==> src/rtl/mem_access_unit_if.sv <==
// rtl/mem_access_unit_if.sv - request/response and data-memory bundles for mem_access_unit
//
// mem_req_if : MEM-stage request and one-cycle completion response.
//    master = pipeline (requester), slave = mem_access_unit.
//    req_valid/req_ready handshake; req_write, req_size, req_signed,
//    req_addr, req_wdata describe the access; resp_valid pulses once per
//    request with resp_rdata/resp_error.
// mem_bus_if : byte-addressable data memory port.
//    master = mem_access_unit, slave = memory.
//    mem_address, mem_write_enable, mem_write_data out; mem_read_data in.

interface mem_req_if #(
   parameter int ADDR_W = 32
);
   logic              req_valid;
   logic              req_ready;
   logic              req_write;
   logic [1:0]        req_size;
   logic              req_signed;
   logic [ADDR_W-1:0] req_addr;
   logic [31:0]       req_wdata;
   logic              resp_valid;
   logic [31:0]       resp_rdata;
   logic              resp_error;

   modport master (
      output req_valid, req_write, req_size, req_signed, req_addr, req_wdata,
      input  req_ready, resp_valid, resp_rdata, resp_error
   );

   modport slave (
      input  req_valid, req_write, req_size, req_signed, req_addr, req_wdata,
      output req_ready, resp_valid, resp_rdata, resp_error
   );
endinterface

interface mem_bus_if #(
   parameter int ADDR_W = 32
);
   logic [ADDR_W-1:0] mem_address;
   logic              mem_write_enable;
   logic [31:0]       mem_write_data;
   logic [31:0]       mem_read_data;

   modport master (
      output mem_address, mem_write_enable, mem_write_data,
      input  mem_read_data
   );

   modport slave (
      input  mem_address, mem_write_enable, mem_write_data,
      output mem_read_data
   );
endinterface

==> src/rtl/mem_access_unit.sv <==
// rtl/mem_access_unit.sv - byte/halfword/word load-store controller with read-modify-write sub-word stores
//
// Accepts one request at a time from the MEM stage, drives the data memory
// port and returns sign/zero-extended load data with a one-cycle response.
// Sub-word stores read the containing word first, merge the new low bytes
// and write the whole word back.
//
// Ports:
//    i_clk      : clock, all state changes on the rising edge
//    i_reset_n  : asynchronous active-low reset
//    req_if     : mem_req_if.slave  (request handshake + response)
//    mem_if     : mem_bus_if.master (memory address/write/read data)
//
// Optional feature macro: ALIGN_CHECK_EN
//    defined   : misaligned halfword/word requests skip the memory and
//                complete immediately with resp_error=1, resp_rdata=0.
//    undefined : every address is accepted as an unaligned byte-lane access
//                and resp_error is always 0.

module mem_access_unit #(
   parameter int ADDR_W = 32
) (
   input  logic       i_clk,
   input  logic       i_reset_n,
   mem_req_if.slave   req_if,
   mem_bus_if.master  mem_if
);

   localparam logic [1:0] S_IDLE  = 2'd0;
   localparam logic [1:0] S_ISSUE = 2'd1;
   localparam logic [1:0] S_WRITE = 2'd2;
   localparam logic [1:0] S_DONE  = 2'd3;

   logic [1:0]        r_state;
   logic              r_write;
   logic [1:0]        r_size;
   logic              r_signed;
   logic [15:0]       r_wdata_lo;
   logic [ADDR_W-1:0] r_mem_address;
   logic [31:0]       r_mem_write_data;
   logic [31:0]       r_resp_rdata;
   logic              r_resp_error;

   logic              w_handshake;
   logic              w_misaligned;
   logic              w_word_access;
   logic [31:0]       w_load_data;
   logic [31:0]       w_merge_data;

   assign w_handshake = req_if.req_valid && (r_state == S_IDLE);

`ifdef ALIGN_CHECK_EN
   // Size 11 is treated as a word, so size[1] alone selects the word check.
   assign w_misaligned = ((req_if.req_size == 2'b01) && req_if.req_addr[0]) ||
                         (req_if.req_size[1] && (req_if.req_addr[1:0] != 2'b00));
`else
   assign w_misaligned = 1'b0;
`endif

   // Sizes 10 and 11 are both full-word accesses.
   assign w_word_access = r_size[1];

   always_comb begin
      w_load_data = mem_if.mem_read_data;
      case (r_size)
         2'b00: w_load_data = {{24{r_signed & mem_if.mem_read_data[7]}},
                               mem_if.mem_read_data[7:0]};
         2'b01: w_load_data = {{16{r_signed & mem_if.mem_read_data[15]}},
                               mem_if.mem_read_data[15:0]};
         default: w_load_data = mem_if.mem_read_data;
      endcase
   end

   // Upper bytes of the word read during ISSUE are preserved.
   always_comb begin
      w_merge_data = mem_if.mem_read_data;
      if (r_size == 2'b00) begin
         w_merge_data = {mem_if.mem_read_data[31:8], r_wdata_lo[7:0]};
      end else begin
         w_merge_data = {mem_if.mem_read_data[31:16], r_wdata_lo};
      end
   end

   always_ff @(posedge i_clk or negedge i_reset_n) begin
      if (!i_reset_n) begin
         r_state          <= S_IDLE;
         r_write          <= 1'b0;
         r_size           <= 2'b00;
         r_signed         <= 1'b0;
         r_wdata_lo       <= 16'h0000;
         r_mem_address    <= '0;
         r_mem_write_data <= 32'h0000_0000;
         r_resp_rdata     <= 32'h0000_0000;
         r_resp_error     <= 1'b0;
      end else begin
         case (r_state)
            S_IDLE: begin
               if (w_handshake) begin
                  r_write    <= req_if.req_write;
                  r_size     <= req_if.req_size;
                  r_signed   <= req_if.req_signed;
                  r_wdata_lo <= req_if.req_wdata[15:0];
                  if (w_misaligned) begin
                     // Memory bus is left untouched on a rejected request.
                     r_resp_rdata <= 32'h0000_0000;
                     r_resp_error <= 1'b1;
                     r_state      <= S_DONE;
                  end else begin
                     r_mem_address    <= req_if.req_addr;
                     r_mem_write_data <= req_if.req_wdata;
                     r_state          <= S_ISSUE;
                  end
               end
            end
            S_ISSUE: begin
               r_resp_error <= 1'b0;
               if (!r_write) begin
                  r_resp_rdata <= w_load_data;
                  r_state      <= S_DONE;
               end else if (w_word_access) begin
                  r_resp_rdata <= 32'h0000_0000;
                  r_state      <= S_DONE;
               end else begin
                  r_resp_rdata     <= 32'h0000_0000;
                  r_mem_write_data <= w_merge_data;
                  r_state          <= S_WRITE;
               end
            end
            S_WRITE: begin
               r_state <= S_DONE;
            end
            default: begin
               r_state <= S_IDLE;
            end
         endcase
      end
   end

   assign req_if.req_ready  = (r_state == S_IDLE);
   assign req_if.resp_valid = (r_state == S_DONE);
   assign req_if.resp_rdata = r_resp_rdata;
   assign req_if.resp_error = r_resp_error;

   // Decoded from state so an asynchronous reset removes it immediately.
   assign mem_if.mem_write_enable = (r_state == S_WRITE) ||
                                    ((r_state == S_ISSUE) && r_write && w_word_access);
   assign mem_if.mem_address      = r_mem_address;
   assign mem_if.mem_write_data   = r_mem_write_data;

endmodule

==> src/flat_wrapper.sv <==
// flat-port wrapper written by rule: the top's interface ports become plain ports
module mem_access_unit_flat 
#(
   parameter int ADDR_W = 32
)
  (i_clk, i_reset_n, req_if_req_valid, req_if_req_write, req_if_req_size, req_if_req_signed, req_if_req_addr, req_if_req_wdata, req_if_req_ready, req_if_resp_valid, req_if_resp_rdata, req_if_resp_error, mem_if_mem_address, mem_if_mem_write_enable, mem_if_mem_write_data, mem_if_mem_read_data);
  mem_req_if #(.ADDR_W(ADDR_W)) req_if_i ();
  mem_bus_if #(.ADDR_W(ADDR_W)) mem_if_i ();
  input  logic i_clk;
  input  logic i_reset_n;
  input wire logic [$bits(req_if_i.req_valid)-1:0] req_if_req_valid;
  input wire logic [$bits(req_if_i.req_write)-1:0] req_if_req_write;
  input wire logic [$bits(req_if_i.req_size)-1:0] req_if_req_size;
  input wire logic [$bits(req_if_i.req_signed)-1:0] req_if_req_signed;
  input wire logic [$bits(req_if_i.req_addr)-1:0] req_if_req_addr;
  input wire logic [$bits(req_if_i.req_wdata)-1:0] req_if_req_wdata;
  output wire logic [$bits(req_if_i.req_ready)-1:0] req_if_req_ready;
  output wire logic [$bits(req_if_i.resp_valid)-1:0] req_if_resp_valid;
  output wire logic [$bits(req_if_i.resp_rdata)-1:0] req_if_resp_rdata;
  output wire logic [$bits(req_if_i.resp_error)-1:0] req_if_resp_error;
  output wire logic [$bits(mem_if_i.mem_address)-1:0] mem_if_mem_address;
  output wire logic [$bits(mem_if_i.mem_write_enable)-1:0] mem_if_mem_write_enable;
  output wire logic [$bits(mem_if_i.mem_write_data)-1:0] mem_if_mem_write_data;
  input wire logic [$bits(mem_if_i.mem_read_data)-1:0] mem_if_mem_read_data;
  assign req_if_i.req_valid = req_if_req_valid;
  assign req_if_i.req_write = req_if_req_write;
  assign req_if_i.req_size = req_if_req_size;
  assign req_if_i.req_signed = req_if_req_signed;
  assign req_if_i.req_addr = req_if_req_addr;
  assign req_if_i.req_wdata = req_if_req_wdata;
  assign req_if_req_ready = req_if_i.req_ready;
  assign req_if_resp_valid = req_if_i.resp_valid;
  assign req_if_resp_rdata = req_if_i.resp_rdata;
  assign req_if_resp_error = req_if_i.resp_error;
  assign mem_if_mem_address = mem_if_i.mem_address;
  assign mem_if_mem_write_enable = mem_if_i.mem_write_enable;
  assign mem_if_mem_write_data = mem_if_i.mem_write_data;
  assign mem_if_i.mem_read_data = mem_if_mem_read_data;
  mem_access_unit #(.ADDR_W(ADDR_W)) u_core (.i_clk(i_clk), .i_reset_n(i_reset_n), .req_if(req_if_i), .mem_if(mem_if_i));
endmodule
==> config.mk <==
export PLATFORM = sky130hd
export DESIGN_NAME = mem_access_unit_flat
export DESIGN_NICKNAME = d
export VERILOG_FILES = /design/src/rtl/mem_access_unit_if.sv /design/src/rtl/mem_access_unit.sv /design/src/flat_wrapper.sv
export SDC_FILE = /design/constraint.sdc
export NUM_CORES = 1
export LEC_CHECK = 0
export ABC_CLOCK_PERIOD_IN_PS = 3400
export CORE_MARGIN = 3
export CORE_UTILIZATION = 40
export DETAILED_ROUTE_END_ITERATION = 10
export PLACE_DENSITY = 0.74
export SYNTH_ARGS = -nofsm -noshare
export SYNTH_HDL_FRONTEND = slang
export SYNTH_SLANG_ARGS = --single-unit
==> constraint.sdc <==
create_clock -name i_clk -period 3.4 [get_ports i_clk]
set_input_delay 0.51 -clock i_clk [delete_from_list [all_inputs] [get_ports i_clk]]
set_output_delay 0.51 -clock i_clk [all_outputs]
set_load 0.1 [all_outputs]
==> results_dict.tcl <==
set metrics [dict create \
    diodes_inserted 0 \
    timing_max_transition_violations_final 0 \
    post_synth_edffs 0 \
    clock_path_buffers 2 \
    detailedRoute.firstPassIterationCount 5 \
    placeableCoreArea_um2 12800 \
    commonest_non_fill_non_tap_cell_in_the_layout "sky130_fd_sc_hd__clkdlybuf4s50_1" \
    rows 41 \
    most-common-layout-cells "sky130_fd_sc_hd__clkdlybuf4s50_1 (196), sky130_fd_sc_hd__dfrtp_1 (118), sky130_fd_sc_hd__mux2_2 (101)" \
    drtIter0Drc 275 \
    post_cts_resize_count 0 \
    max-slew-margin-rel_pct 30.5 \
    netlist_top_cells_area "sky130_fd_sc_hd__dfrtp_1 (56%), sky130_fd_sc_hd__mux2_2 (21%), sky130_fd_sc_hd__o32ai_1 (2.6%)" \
    detailedPlacementHpwl_um 9910 \
    post-synth-top-area-fraction_pct 55.8 \
    finish_stage_setup_viols 0 \
    timing.setup.critical_path_class "flip-flop to output pin" \
    drt-total-wl_um 13700 \
    cts_max_level 4 \
    timing.critical_path.max_delay_family "buffers and inverters" \
    grt_start_max_net_pins 62 \
    post-route-drc-count 0 \
    synthArstFlopShare_pct 100 \
    post_drt_via_cell_ratio 4.99 \
    worst-path-buf-inv 1 \
    layout.nets 714 \
    final.period_utilization_pct 71.7 \
    first_pass_grt_wire_length_um 21600 \
    io-pin-count 203 \
    cp_data_required_time_ps 2890 \
    track_usage_pct 19.1 \
    min_path_type "input port to async pin" \
    critical_path.startpoint_type "flip-flop" \
    layout-drive-gt1-share_pct 25.4 \
    cts_hold_repair.buffers 0 \
    grt_pass1_vias 4202 \
    tightestPinTransition_ps 1030 \
    dominantRegCellSynth "sky130_fd_sc_hd__dfrtp_1" \
    synth_seq_area_share_pct 55.8 \
    later_pin_clock_latency_in_the_skew_report_ps 410 \
    post_drt_wl_per_cell_um 17.3 \
    final.setup.tns_ps 0 \
    grt.overflow.total 0 \
    cts-root-buf "sky130_fd_sc_hd__clkbuf_16" \
    cp_data_arrival_time_ps 1930 \
    setup.worst_path.end_class "output pin" \
    floorplan.die_area_um2 14600 \
    layout_min_cycle_time_ps 2440 \
    synth.lib_cells_used.distinct 31 \
    cts_post_setup_buffers_inserted 0 \
    yosysWarningCount 0 \
    gp_congestion 0.837 \
    die_x_extent_um 121 \
    rsz0062_at_grt "false" \
    numCtsBuffers 17 \
    outcome "complete, no violations" \
    cp_max_fo 2 \
    post-synth-top-area-cell "sky130_fd_sc_hd__dfrtp_1" \
    antenna_left 0 \
    place.port_buffers 201 \
    area_growth_syn_to_layout_pct 51.4 \
    timing.final.hold_violations 0 \
    floorplan.die.height_um 121 \
    antenna_violations_before_repair 0 \
    fillers 956 \
    ys_seq_elements 118 \
    max_cap_violations 0 \
    cp_cell_sequence "clkdlybuf4s50_1" \
    cts_tree "done" \
    fin_ws_ps 962 \
    clock_sinks 118 \
    final.setup_skew_ps 6.20 \
    synth_nets 519 \
    post_synthesis_instance_area_um2 5290 \
    initial_core_util_pct 41.4 \
    total_via_count_after_detailed_routing 3943 \
    slowest_stage "sky130_fd_sc_hd__clkdlybuf4s50_1" \
    synthesis.instances 411 \
    clk_slew_on_worst_s_h_paths_ps 50 \
    preCtsSetupSlack_ps 1070 \
    max_clock_freq_mhz 410 \
    timing.critical_path.slowest_cell_delay_ps 1160 \
    multi_input_comb_area_um2 2050 \
    layout.area.seq_um2 2950 \
    avgSynthCellArea_um2 12.9 \
]
worst register-to-register path, delay by kind of cell (launching register included):
kind            cells  cell delay (ps)
flops               1              400
simple gates        1              600
fa+ha+maj           1              430
compound gates      1              510
buf+inv             1              140
final timing paths:
check	startpoint	to	slack (ps)	cells after the start
hold / removal	i_reset_n	u_core.r_wdata_lo[9]	160	1
hold reg to reg	u_core.mem_if.mem_write_data[14]	u_core.mem_if.mem_write_data[14]	480	1
max in group asynchronous	i_reset_n	u_core.mem_if.mem_address[1]	2450	2
setup / recovery	u_core.req_if.resp_rdata[20]	req_if_resp_rdata[20]	960	1
setup reg to reg	u_core.r_state[1]	u_core.req_if.resp_rdata[24]	1210	4
min in group i_clk	u_core.mem_if.mem_write_data[14]	u_core.mem_if.mem_write_data[14]	480	1
Yosys cell counts, types with 2 or more instances:
| cell | count |
|---|---|
| sky130_fd_sc_hd__nor2b_1 | 18 |
| sky130_fd_sc_hd__or3b_2 | 7 |
| sky130_fd_sc_hd__buf_6 | 4 |
| sky130_fd_sc_hd__mux2_2 | 101 |
| sky130_fd_sc_hd__clkbuf_1 | 12 |
| sky130_fd_sc_hd__inv_1 | 35 |
| sky130_fd_sc_hd__ha_1 | 5 |
| sky130_fd_sc_hd__a31oi_1 | 8 |
| sky130_fd_sc_hd__a21oi_1 | 9 |
| sky130_fd_sc_hd__nand3b_1 | 8 |
| sky130_fd_sc_hd__o22ai_1 | 8 |
| sky130_fd_sc_hd__buf_2 | 12 |
| sky130_fd_sc_hd__o32ai_1 | 16 |
| sky130_fd_sc_hd__nand2b_1 | 2 |
| sky130_fd_sc_hd__nor2_1 | 8 |
| sky130_fd_sc_hd__o21ai_0 | 18 |
| sky130_fd_sc_hd__dfrtp_1 | 118 |
| sky130_fd_sc_hd__o31ai_1 | 2 |
| sky130_fd_sc_hd__mux2_1 | 8 |
cell type report:
type | instances | share of cell area (%)
clock inverters | 11 | 1.62
multi-input cells | 227 | 25.5
clock buffers | 20 | 5.82
flip-flops and latches | 118 | 36.9
inverters | 35 | 1.64
well taps | 172 | 2.69
repair buffers | 207 | 25.8
per-stage QoR:
step | utilization, % | instance area (um2) | hold slack [ps] | std cells
2_1_floorplan | - | 5290 | 214 | 411
3_3_place_gp | 58.1 | 7420 | 474 | 759
3_5_place_dp | 58.1 | 7420 | 478 | 759
4_1_cts | 62.7 | 8010 | 189 | 790
5_1_grt | 62.7 | 8010 | 195 | 790
6_report | 62.7 | 8010 | 164 | 790
registers in the layout, summed over array words and instances (netlist names):
signal                        flops
u_core.r_wdata_lo                16
u_core.mem_if.mem_write_data     32
u_core.req_if.resp_rdata         32
u_core.r_state                    2
u_core.r_size                     2
u_core.r_signed                   1
u_core.r_write                    1
u_core.mem_if.mem_address        32
per-layer routing:
layer	vias up	track usage (%)	part of all wire (%)
li1	1832	-	-
met1	1928	23.1	40
met2	167	29.6	47
met3	16	9.18	11
met4	0	7.29	1.4
met5	-	0	0
kinds of logic (layout without fill, tap and decap cells):
logic type,count (synthesis),after routing,synth area share [%]
multiplexers,109,109,23.2
adder cells (fa/ha/maj),5,5,1.18
buffers and inverters,66,273,5.63
AND/OR/NAND/NOR,48,48,6.03
flip-flops,118,118,55.8
AO/OA/AOI/OAI,64,64,8.11
other,1,1,0.0709
Power is left out: the tool's default activity adds up to more than one toggle a clock period on the data nets, which glitch-free logic cannot reach.
